==> src/rtl/spi_master_arb.sv <==
// Two-requester, 16-bit, mode-0, MSB-first SPI master with round-robin arbitration.
// Define SPI_ARB_FIXED_PRIO_EN to make requester 0 win every tie instead.
module spi_master_arb #(
  parameter int CLK_DIV = 4,
  parameter int WORD_W  = 16
) (
  input  logic              sclk,
  input  logic              rst_n,
  input  logic [1:0]        req,
  input  logic [WORD_W-1:0] wdata0,
  input  logic [WORD_W-1:0] wdata1,
  output logic [1:0]        gnt,
  output logic [1:0]        done,
  output logic [WORD_W-1:0] rdata,
  output logic              busy,
  output logic              spi_clk,
  output logic              spi_cs_n,
  output logic              spi_mosi,
  input  logic              spi_miso
);

  localparam int               CNT_W    = $clog2(CLK_DIV + 1);
  localparam logic [CNT_W-1:0] DIV_FULL = CNT_W'(CLK_DIV);
  localparam logic [CNT_W-1:0] DIV_LAST = CNT_W'(CLK_DIV - 1);
  localparam logic [CNT_W-1:0] DIV_ONE  = CNT_W'(1);
  localparam logic [4:0]       LAST_BIT = 5'(WORD_W - 1);

  typedef enum logic [2:0] {S_IDLE, S_SETUP, S_SHIFT, S_HOLD, S_GAP} state_t;

  state_t            state, state_d;
  logic [CNT_W-1:0]  div_cnt, div_cnt_d;
  logic [4:0]        bit_cnt, bit_cnt_d;
  logic [WORD_W-1:0] tx_sr, tx_sr_d;
  logic [WORD_W-1:0] rx_sr, rx_sr_d;
  logic [WORD_W-1:0] rdata_d;
  logic              cur, cur_d;
  logic              last, last_d;
  logic [1:0]        gnt_d, done_d;
  logic              busy_d, spi_clk_d, spi_cs_n_d, spi_mosi_d;
  logic              win, tick, start;

`ifdef SPI_ARB_FIXED_PRIO_EN
  assign win = ~req[0];
`else
  assign win = (req == 2'b11) ? ~last : req[1];
`endif

  always_comb begin
    // NOTE: every target gets its default first, so no path through the case leaves
    // a variable unassigned and no latch can be inferred.
    state_d    = state;
    div_cnt_d  = div_cnt;
    bit_cnt_d  = bit_cnt;
    tx_sr_d    = tx_sr;
    rx_sr_d    = rx_sr;
    rdata_d    = rdata;
    cur_d      = cur;
    last_d     = last;
    gnt_d      = 2'b00;
    done_d     = 2'b00;
    busy_d     = busy;
    spi_clk_d  = spi_clk;
    spi_cs_n_d = spi_cs_n;
    spi_mosi_d = spi_mosi;
    tick       = (div_cnt == '0);
    start      = 1'b0;

    case (state)
      S_IDLE: start = |req;

      S_SETUP: begin
        spi_cs_n_d = 1'b0;
        spi_mosi_d = tx_sr[WORD_W-1];
        if (tick) begin
          // The SETUP->SHIFT transition is the first rising SPI edge, so it samples MISO.
          spi_clk_d = 1'b1;
          rx_sr_d   = {rx_sr[WORD_W-2:0], spi_miso};
          bit_cnt_d = '0;
          div_cnt_d = DIV_LAST;
          state_d   = S_SHIFT;
        end else begin
          div_cnt_d = div_cnt - DIV_ONE;
        end
      end

      S_SHIFT: begin
        if (tick) begin
          spi_clk_d = ~spi_clk;
          div_cnt_d = DIV_LAST;
          if (!spi_clk) begin
            rx_sr_d = {rx_sr[WORD_W-2:0], spi_miso};
          end else begin
            tx_sr_d    = {tx_sr[WORD_W-2:0], 1'b0};
            spi_mosi_d = tx_sr[WORD_W-2];
            bit_cnt_d  = bit_cnt + 5'd1;
            if (bit_cnt == LAST_BIT) begin
              bit_cnt_d = '0;
              state_d   = S_HOLD;
            end
          end
        end else begin
          div_cnt_d = div_cnt - DIV_ONE;
        end
      end

      S_HOLD: begin
        if (tick) begin
          spi_cs_n_d   = 1'b1;
          done_d[cur]  = 1'b1;
          rdata_d      = rx_sr;
          div_cnt_d    = DIV_LAST;
          state_d      = S_GAP;
        end else begin
          div_cnt_d = div_cnt - DIV_ONE;
        end
      end

      S_GAP: begin
        if (tick) begin
          busy_d    = 1'b0;
          div_cnt_d = DIV_FULL;
          state_d   = S_IDLE;
          // Arbitrate on the same edge that returns to IDLE, keeping back-to-back words tight.
          start     = |req;
        end else begin
          div_cnt_d = div_cnt - DIV_ONE;
        end
      end

      default: state_d = S_IDLE;
    endcase

    if (start) begin
      gnt_d[win] = 1'b1;
      tx_sr_d    = win ? wdata1 : wdata0;
      cur_d      = win;
      last_d     = win;
      busy_d     = 1'b1;
      div_cnt_d  = DIV_FULL;
      bit_cnt_d  = '0;
      state_d    = S_SETUP;
    end
  end

  always_ff @(posedge sclk) begin
    // NOTE: non-blocking assignments make every register sample pre-edge values,
    // independent of statement order.
    if (!rst_n) begin
      state    <= S_IDLE;
      div_cnt  <= '0;
      bit_cnt  <= '0;
      tx_sr    <= '0;
      rx_sr    <= '0;
      rdata    <= '0;
      cur      <= 1'b0;
      last     <= 1'b1;
      gnt      <= 2'b00;
      done     <= 2'b00;
      busy     <= 1'b0;
      spi_clk  <= 1'b0;
      spi_cs_n <= 1'b1;
      spi_mosi <= 1'b0;
    end else begin
      state    <= state_d;
      div_cnt  <= div_cnt_d;
      bit_cnt  <= bit_cnt_d;
      tx_sr    <= tx_sr_d;
      rx_sr    <= rx_sr_d;
      rdata    <= rdata_d;
      cur      <= cur_d;
      last     <= last_d;
      gnt      <= gnt_d;
      done     <= done_d;
      busy     <= busy_d;
      spi_clk  <= spi_clk_d;
      spi_cs_n <= spi_cs_n_d;
      spi_mosi <= spi_mosi_d;
    end
  end

endmodule

==> config.mk <==
export PLATFORM = sky130hd
export DESIGN_NAME = spi_master_arb
export DESIGN_NICKNAME = d
export VERILOG_FILES = /design/src/rtl/spi_master_arb.sv
export SDC_FILE = /design/constraint.sdc
export NUM_CORES = 1
export LEC_CHECK = 0
export CELL_PAD_IN_SITES_DETAIL_PLACEMENT = 1
export CELL_PAD_IN_SITES_GLOBAL_PLACEMENT = 1
export CORE_MARGIN = 5
export CORE_UTILIZATION = 35
export DETAILED_ROUTE_END_ITERATION = 8
export PLACE_DENSITY = 0.73
export SYNTH_ARGS = -nofsm -noshare
export SYNTH_HDL_FRONTEND = slang
export SYNTH_SLANG_ARGS = --single-unit
==> constraint.sdc <==
create_clock -name sclk -period 1.85 [get_ports sclk]
set_input_delay 0.37 -clock sclk [delete_from_list [all_inputs] [get_ports sclk]]
set_output_delay 0.37 -clock sclk [all_outputs]
set_load 0.02 [all_outputs]
==> Yosys cells after proc, flatten, opt, wreduce, memory -nomap -nowiden <==
Cells that the tools add are included.
{ "classes": {"n_addsub": 2, "order_cmp": 4, "eq_ne": 20, "mux": 43, "n_bitwise": 4, "n_reduce_logical": 27} }
{ "op_table": {"columns": ["operator", "n"], "rows": [
  ["two-way mux 16 bit", 8],
  ["one-hot mux 16 bit (2 select lines)", 1],
  ["two-way mux 3 bit", 9],
  ["two-way mux 5 bit", 4],
  ["inequality test 3 bit (second input constant)", 6],
  ["inequality test 2 bit (second input constant)", 8],
  ["one-hot mux 3 bit (5 select lines)", 1],
  ["AND reduction 7 bit", 2],
  ["nonzero test 2 bit", 7],
  ["two-way mux 1 bit", 12],
  ["AND reduction 3 bit", 4],
  ["one-hot mux 5 bit (2 select lines)", 1],
  ["one-hot mux 1 bit (2 select lines)", 4],
  ["AND reduction 2 bit", 4],
  ["AND reduction 4 bit", 2],
  ["equality test 3 x 2 -> 1 bit (second input constant)", 2],
  ["logical NOT 3 bit", 2],
  ["one-hot mux 3 bit (2 select lines)", 1],
  ["adder 5 x 1 -> 5 bit (second input constant)", 1],
  ["equality test 5 x 4 -> 1 bit (second input constant)", 1],
  ["< comparator 1 x 2 -> 1 bit (second input constant)", 2],
  ["inverter 1 bit", 4],
  ["OR reduction 2 bit", 2],
  ["equality test 3 x 1 -> 1 bit (second input constant)", 1],
  ["other kinds (8)", 11]
]} }
{ "word_totals": {"regBits": 69, "inputBits": 37, "out_inout_bits": 24, "wordCells": 116} }

==> Depth between registers and ports, before layout <==
{ "logic_depth": {"word_depth": 6, "ltp_mapped": 9, "depth_no_buf": 6} }

==> Worst setup path after synthesis <==
Ideal clock, no wire load.
{ "synth_path": {"path_type": "reg-to-reg", "from": "reg div_cnt[0]", "to": "reg bit_cnt[0]", "setup_time_ps": 119, "t_arrival_ps": 1796, "t_required_ps": 1731, "slack_ps": -66, "path_stages_with_launch": 8, "path_buffers": 1, "synth_period_minus_slack_ps": 1916, "path_cell_list": "dfxtp_1 > inv_1 > ha_1 > or3b_1 > buf_6 > or4_4 > o2111ai_2 > nor2_1"} }
{ "synth_between": {"elab_chain_cells": 4, "word_cells_on_any_way": 7, "classes_between": "2 x eq/ne; 2 x mux; 3 x reduce/logical"} }
{ "synth_lines": {"columns": ["item", "line_no", "text"], "rows": [
  ["start, declared", "31", "logic [CNT_W-1:0] div_cnt, div_cnt_d;"],
  ["start signal, assigned", "165", "div_cnt <= div_cnt_d;"],
  ["logical NOT 3 bit (*)", "65", "tick = (div_cnt == '0);"],
  ["two-way mux 1 bit", "119", "if (tick) begin"],
  ["one-hot mux 1 bit (2 select lines)", "68", "case (state)"],
  ["OR reduction 2 bit (no source line)", null, null],
  ["end signal, assigned", "166", "bit_cnt <= bit_cnt_d;"],
  ["end, declared", "32", "logic [4:0] bit_cnt, bit_cnt_d;"]
]} }
Mark *: on every way between the ends. The rest lies on a longest branch, timed or not.
A chain may end at the register's enable or synchronous reset.

==> Worst setup path in the final report <==
Same ends and word-level chain as after synthesis.

==> summary.txt <==
Floorplan
  – Core area: 0.008763 mm^2
  – Die W: around 110 um
  – # IOs: 61
  – Area of the die: 0.01103 mm^2
  – Rows: 34
  – Die Y-Extent: 105.0 um
  – Initial core utilization: 36.05%

Power and ir drop
  – Clock Power Share: 23.5%
  – Worst vdd ir: 519.6 uV
  – NetSw: roughly 0.0018 W
  – Seq pwr share: 36.1%
  – Power Density: 1219 mW/mm^2
  – Lkg Pwr: 1.598 nW
  – Logic pwr share: 40.4%
  – Int Power: between 0.003 and 0.004 W
  – Switching Share: 35.53%

Setup path
  – Worst Setup Start Kind: flop
  – Critical Path RT: 2090 ps
  – Peak fanout along the critical path: 4
  – WP data arrival: around 2000 ps
  – Crit path kind: reg -> reg
  – Slowest CP cell: or4_4
  – CP Cell Sequence: inv_4, ha_4, or3b_4, or4_4, o2111ai_4, nor2_2
  – Slowest stage delay, CP: 570 ps
  – Setup crit end kind: flop

STA
  – Setup TNS: 0 ps
  – Period utilization: between 90% and 100%
  – Final min period: around 1800 ps
  – Max Freq: 0.5525 GHz
  – Slew @ Worst Pin: just under 700 ps
  – Worst clock skew: 7.563 ps
  – Slew HR: 54.06%
  – Finish-stage setup viols: 0
  – Final Hold Viols: 0
  – Slew Viols, Final: 0

Synth
  – #FFs+latches synth: 69
  – Net count after synthesis: 396
  – Unique masters post-synth: 45
  – Register area share after synthesis: 43.72%
  – Post-synth EDFFs: 0
  – Synth async-reset ratio: 0%
  – Post-synth top area share: 43.72%
  – Ranking of synthesized cells by area: dfxtp_1 (44%), nand2_1 (6.7%), mux2i_1 (5.7%)
  – Post-synth top flop: dfxtp_1
  – Most common cell in the netlist: dfxtp_1
  – Syn Inst Count: 356
  – Mean area per synthesized cell: 8.874 um^2
  – Yosys top cell by area: dfxtp_1
  – Post-Syn Area: 0.003159 mm^2
  – Yosys warnings: 0
  – List of most frequent post-synthesis cells: dfxtp_1 (69), nand2_1 (56), nand3_1 (26), o21ai_0 (24), a21boi_0 (19)

Worst hold path
  – Hold Path Class: reg -> reg

Drt
  – Post-route DRC violation count: 0
  – DR iter-0 viols: 103
  – Post-DR vias/cell: 5.113
  – Drt wl/cell: around 15 um
  – Routed WL: roughly 7.9 mm
  – Antenna-violating nets left: 0
  – First-pass DRT Iterations: 4
  – Vias: 2766

Global routing
  – Vias in the first global route: 2841
  – Largest net degree at the start of global routing: 66
  – Total gr overflow: 0
  – First-pass GRT wire length: 13.31 mm
  – Initial antenna violation count: 0
  – Global router's overall resource usage: 14.63%

CTS
  – Cts bufs inserted: 9
  – Worst-Skew Late Latency: 350 ps
  – Max Root-Sink Buffers: 2
  – CTS Root Cell: clkbuf_8
  – Clock slew at reported path FFs: roughly 70 ps
  – Hold Buf Count CTS: 0
  – H-tree levels: 3
  – CTS tree: done
  – Clock sink count: 69

Job
  – Number of max-cap violations: 0

Layout
  – Ant diodes: 0
  – Synthesis-to-finish area growth: 35.05%
  – Layout Utilization: 48.69%
  – Fraction of final layout cells sized beyond drive strength 1: 17.32%
  – Net count, final: between 400 and 500
  – Finished Cell Area: around 0.0043 mm^2

Place
  – GP Congestion: roughly 0.77
  – Post-DP HPWL: between 5 and 6 mm
  – I/O Buffers: 60
  – Placed Area: just over 0.004 mm^2

Outcome
  – Status: complete, no violations
-- per-layer routing --
metal | vias up | wire [um] | GRT usage [%]
li1 | 1392 | - | -
met1 | 1311 | 3560 | 17.46
met2 | 53 | 3840 | 25.22
met3 | 10 | 365 | 4.069
met4 | 0 | 90 | 4.932
met5 | - | 0 | 0
-- power groups by stage --
stage,registers (W),clock network (W),logic [W]
after floorplan,0.00189,0,0.00130
after global placement,0.00188,0,0.00196
after detailed placement,0.00189,0,0.00201
after CTS,0.00187,0.00126,0.00206
after global routing,0.00190,0.00133,0.00231
final,0.00188,0.00122,0.00210
-- worst max-delay path, delay by kind of cell (launching register included) --
kind	cells	cell delay, ps
flops	1	340
simple gates	3	1020
fa+ha+maj	1	150
buf+inv	1	70
compound gates	1	120
-- registers in the layout, indices dropped and copies added, names as in the netlist, 2 cells and up --
signal / flops
bit_cnt: 5
tx_sr: 16
div_cnt: 3
done: 2
gnt: 2
rx_sr: 16
rdata: 16
state: 3
-- worst paths after layout --
path	start	endpoint	depth (start not counted)	slack (ps)
worst min-delay path	rdata[4]	rdata[4]	2	460
worst max-delay path	div_cnt[0]	bit_cnt[0]	6	40
worst min register to register	rdata[4]	rdata[4]	2	460
worst max register to register	div_cnt[0]	bit_cnt[0]	6	40
-- cell usage in the layout, fill, tap and decap left out, types with 2 or more instances in the layout --
cell and n:
dfxtp_1 68, clkdlybuf4s50_1 59, nand2_1 56, nand3_1 26, buf_4 26, o21ai_0 24, mux2i_1 18, nor2b_1 18
a21boi_0 18, mux2_2 15, a31oi_1 15, clkbuf_8 10, a21oi_1 8, nor2_1 7, nor3b_1 6, xnor2_1 4
and3_1 3, nor2_2 3, buf_12 3, nand2b_1 2, a211oi_1 2, inv_1 2, nor3_1 2, o211ai_1 2
o311a_1 2, ha_1 2, clkinv_2 2, clkbuf_1 2
-- layout make-up --
| cell class | count | area, um^2 |
|---|---|---|
| timing repair buffer | 89 | 854.6 |
| clock inverter | 4 | 47.55 |
| multi-input combinational | 255 | 1684 |
| tap | 108 | 135.1 |
| sequential | 69 | 1383 |
| inverter | 4 | 17.52 |
| clock buffer | 12 | 145.1 |
| fill | 1048 | 4497 |
-- kinds of logic (layout without fill, tap and decap cells) --
kind of cell             Yosys count  count (layout)  share of synthesized area (%)
flip-flops                        69              69                          43.72
adder cells (fa/ha/maj)            3               3                          1.188
multiplexers                      33              33                          11.05
buffers and inverters             32             109                          4.673
XOR/XNOR                           4               4                          1.109
AND/OR/NAND/NOR                  133             133                          21.15
AO/OA/AOI/OAI                     82              82                          17.11
-- per-stage QoR --
| step | hold slack (ps) | setup slack (ps) | power, W | instances |
|---|---|---|---|---|
| 2_1_floorplan | 411.1 | 10.78 | 0.003193 | 356 |
| 3_5_place_dp | 456.6 | -167.3 | 0.003908 | 523 |
| 5_1_grt | 487.6 | -2.210 | 0.005550 | 541 |
| 6_report | 461.7 | 40.02 | 0.005202 | 541 |
| 3_3_place_gp | 450.6 | -84.07 | 0.003841 | 523 |
| 4_1_cts | 466.3 | 14.93 | 0.005182 | 539 |
-- timing repair --
action / 4_1_cts / 5_1_grt
pin swaps: 0 / 3
endpoints found under the setup margin: 17 / 10
buffers inserted: 0 / 2
gates resized for setup: 3 / 7
No activity file was read; power rests on OpenSTA's default activity.
==> edit: new RTL, same flow settings <==
Take the reset off `tx_sr`, `rx_sr` and `rdata` and load them in a clocked block of their own.
--- a/src/rtl/spi_master_arb.sv
+++ b/src/rtl/spi_master_arb.sv
@@ -151,5 +151,2 @@
       bit_cnt  <= '0;
-      tx_sr    <= '0;
-      rx_sr    <= '0;
-      rdata    <= '0;
       cur      <= 1'b0;
@@ -166,5 +163,2 @@
       bit_cnt  <= bit_cnt_d;
-      tx_sr    <= tx_sr_d;
-      rx_sr    <= rx_sr_d;
-      rdata    <= rdata_d;
       cur      <= cur_d;
@@ -180,2 +174,8 @@
 
+  always_ff @(posedge sclk) begin
+    tx_sr <= tx_sr_d;
+    rx_sr <= rx_sr_d;
+    rdata <= rdata_d;
+  end
+
 endmodule
Check against the original RTL: same outputs for any inputs over 10 cycles, from zero or initial values and one cycle with rst_n low; that may be too few to reach the edited logic, so the function may still have changed.
==> edit against the original RTL <==
Routed wire length down 22%. Worst hold slack worse by 0.033 ns. Highest routed layer unchanged. Design area down 7.2%. Synthesized cell count down 36%. Global-route usage down 1.7 points. Worst setup slack better by 0.091 ns. Synthesized area down 9.8%. Total power up 12%. Final cell count down 23%. Critical path type unchanged. Sequential cell count unchanged. Clock skew up 0.0024 ns.
==> edit: results (changes against the original RTL) <==
clockPowerShare_pct: 23.4
diodes: 0  # unchanged
htreeDepth: 3  # unchanged
drt_iter0_drc: 64  # -38%
power_density_mw_per_mm2: 1472  # +21%
pre_cts_ws_ns: -0.1312  # +0.03604 ns
switching_power_uw: 1878  # +1.6%
cts-root-buf: "clkbuf_8"
ys_seq_area_share_pct: 65.32  # +22 points
syn_nets: 269  # -32%
synth_common_cells: "edfxtp_1, nand2_1, dfxtp_1, mux2i_1, o21ai_0"
wl_mm: 6.165  # -22%
grtUsageTotal_pct: 12.91  # -1.7 points
max_cap_violations: 0  # unchanged
hold_buffers: 0  # unchanged
post-cts-setup-buffers: 0  # unchanged
layout-drive-gt1-share_pct: 14.42  # -2.9 points
synth_edf_count: 48  # +48
via_count: 2049  # -26%
yosys_warnings: 0  # unchanged
grt_pass1_wl_mm: 10.03  # -25%
vdd_ir_drop_max_mv: 0.4721  # -9.1%
clkTransAtPathRegs_ns: 0.08
vias_per_cell: 4.914  # -3.9%
finalSetupViolCount: 0  # unchanged
dp_hpwl_mm: 4.553  # -19%
outcome: "completed"
leakage_uw: 0.001453  # -9.1%
grt_max_degree: 20  # -70%
min_path_type: "flip-flop to flip-flop"
top_regs: "rdata: 16 flops, rx_sr: 16 flops, tx_sr: 16 flops"
slew_headroom_pct: 68.99  # +15 points
gp_congestion: 0.7849  # +1.6%
cts_made_buffers: 9  # unchanged
dpl_cell_area_mm2: 0.003724  # -7.5%
synthAdderAreaFrac_pct: 1.317  # +0.13 points
clock_skew_ns: 0.009919  # +0.002357 ns
p_seq_uw: 2500  # +33%
antenna_found_initial: 0  # unchanged
synth_cell_types: 44  # -2.2%
crit_fanout: 16  # +12
synth_top_cells_by_area: "edfxtp_1, dfxtp_1, mux2i_1"
async_flop_share_pct: 0  # unchanged
synth_compound_area_share_pct: 10.97  # -6.1 points
grt_pass1_vias: 2090  # -26%
finalNetCount: 347  # -26%
cts_buffer_depth: 2  # unchanged
placedCellCount: 401  # -23%
synthXorXnorAreaFrac_pct: 0.3073  # -0.80 points
dr.pass1.iters: 4  # unchanged
synth_top_family_by_area: "simple AND/OR/NAND/NOR gates"
synthMuxAreaShare_pct: 6.365  # -4.7 points
clk_latency_ns: 0.34
io_buffers: 60  # unchanged
cts_resized: 0  # -3
crit_arrival_ns: 1.82  # -0.23 ns
hold_ws_ns: 0.4286  # -0.03316 ns
synth_cells: 229  # -36%
## edit: area by class of cell
type	count	area, um2
Clock inverter	6	93.84
Inverter	4	15.01
Sequential cell	69	1862
Timing Repair Buffer	80	790.8
Multi-Input combinational cell	143	938.4
Clock buffer	10	127.6
Fill cell	872	4134
Tap cell	105	131.4
## edit: final timing paths
check | cells after the start | endpoint | slack (ns) | startpoint
worst max-delay path | 7 | tx_sr[15] | 0.13 | div_cnt[0]
worst min-delay path | 0 | rdata[15] | 0.43 | rx_sr[15]
worst max register to register | 7 | tx_sr[15] | 0.13 | div_cnt[0]
worst min register to register | 0 | rdata[15] | 0.43 | rx_sr[15]
## edit: critical path, stage by stage (launching register included)
cell and delay (ns):
dfxtp_1 0.31, inv_1 0.10, ha_2 0.22, nand2b_1 0.10
a211o_4 0.38, buf_4 0.19, nand2_1 0.08, o21ai_0 0.08
## edit: layer usage
metal,share of wire (%),track usage (%)
met3,5.2,3.544
met5,0,0
met1,45,15.63
met2,48,20.85
met4,2.4,6.943
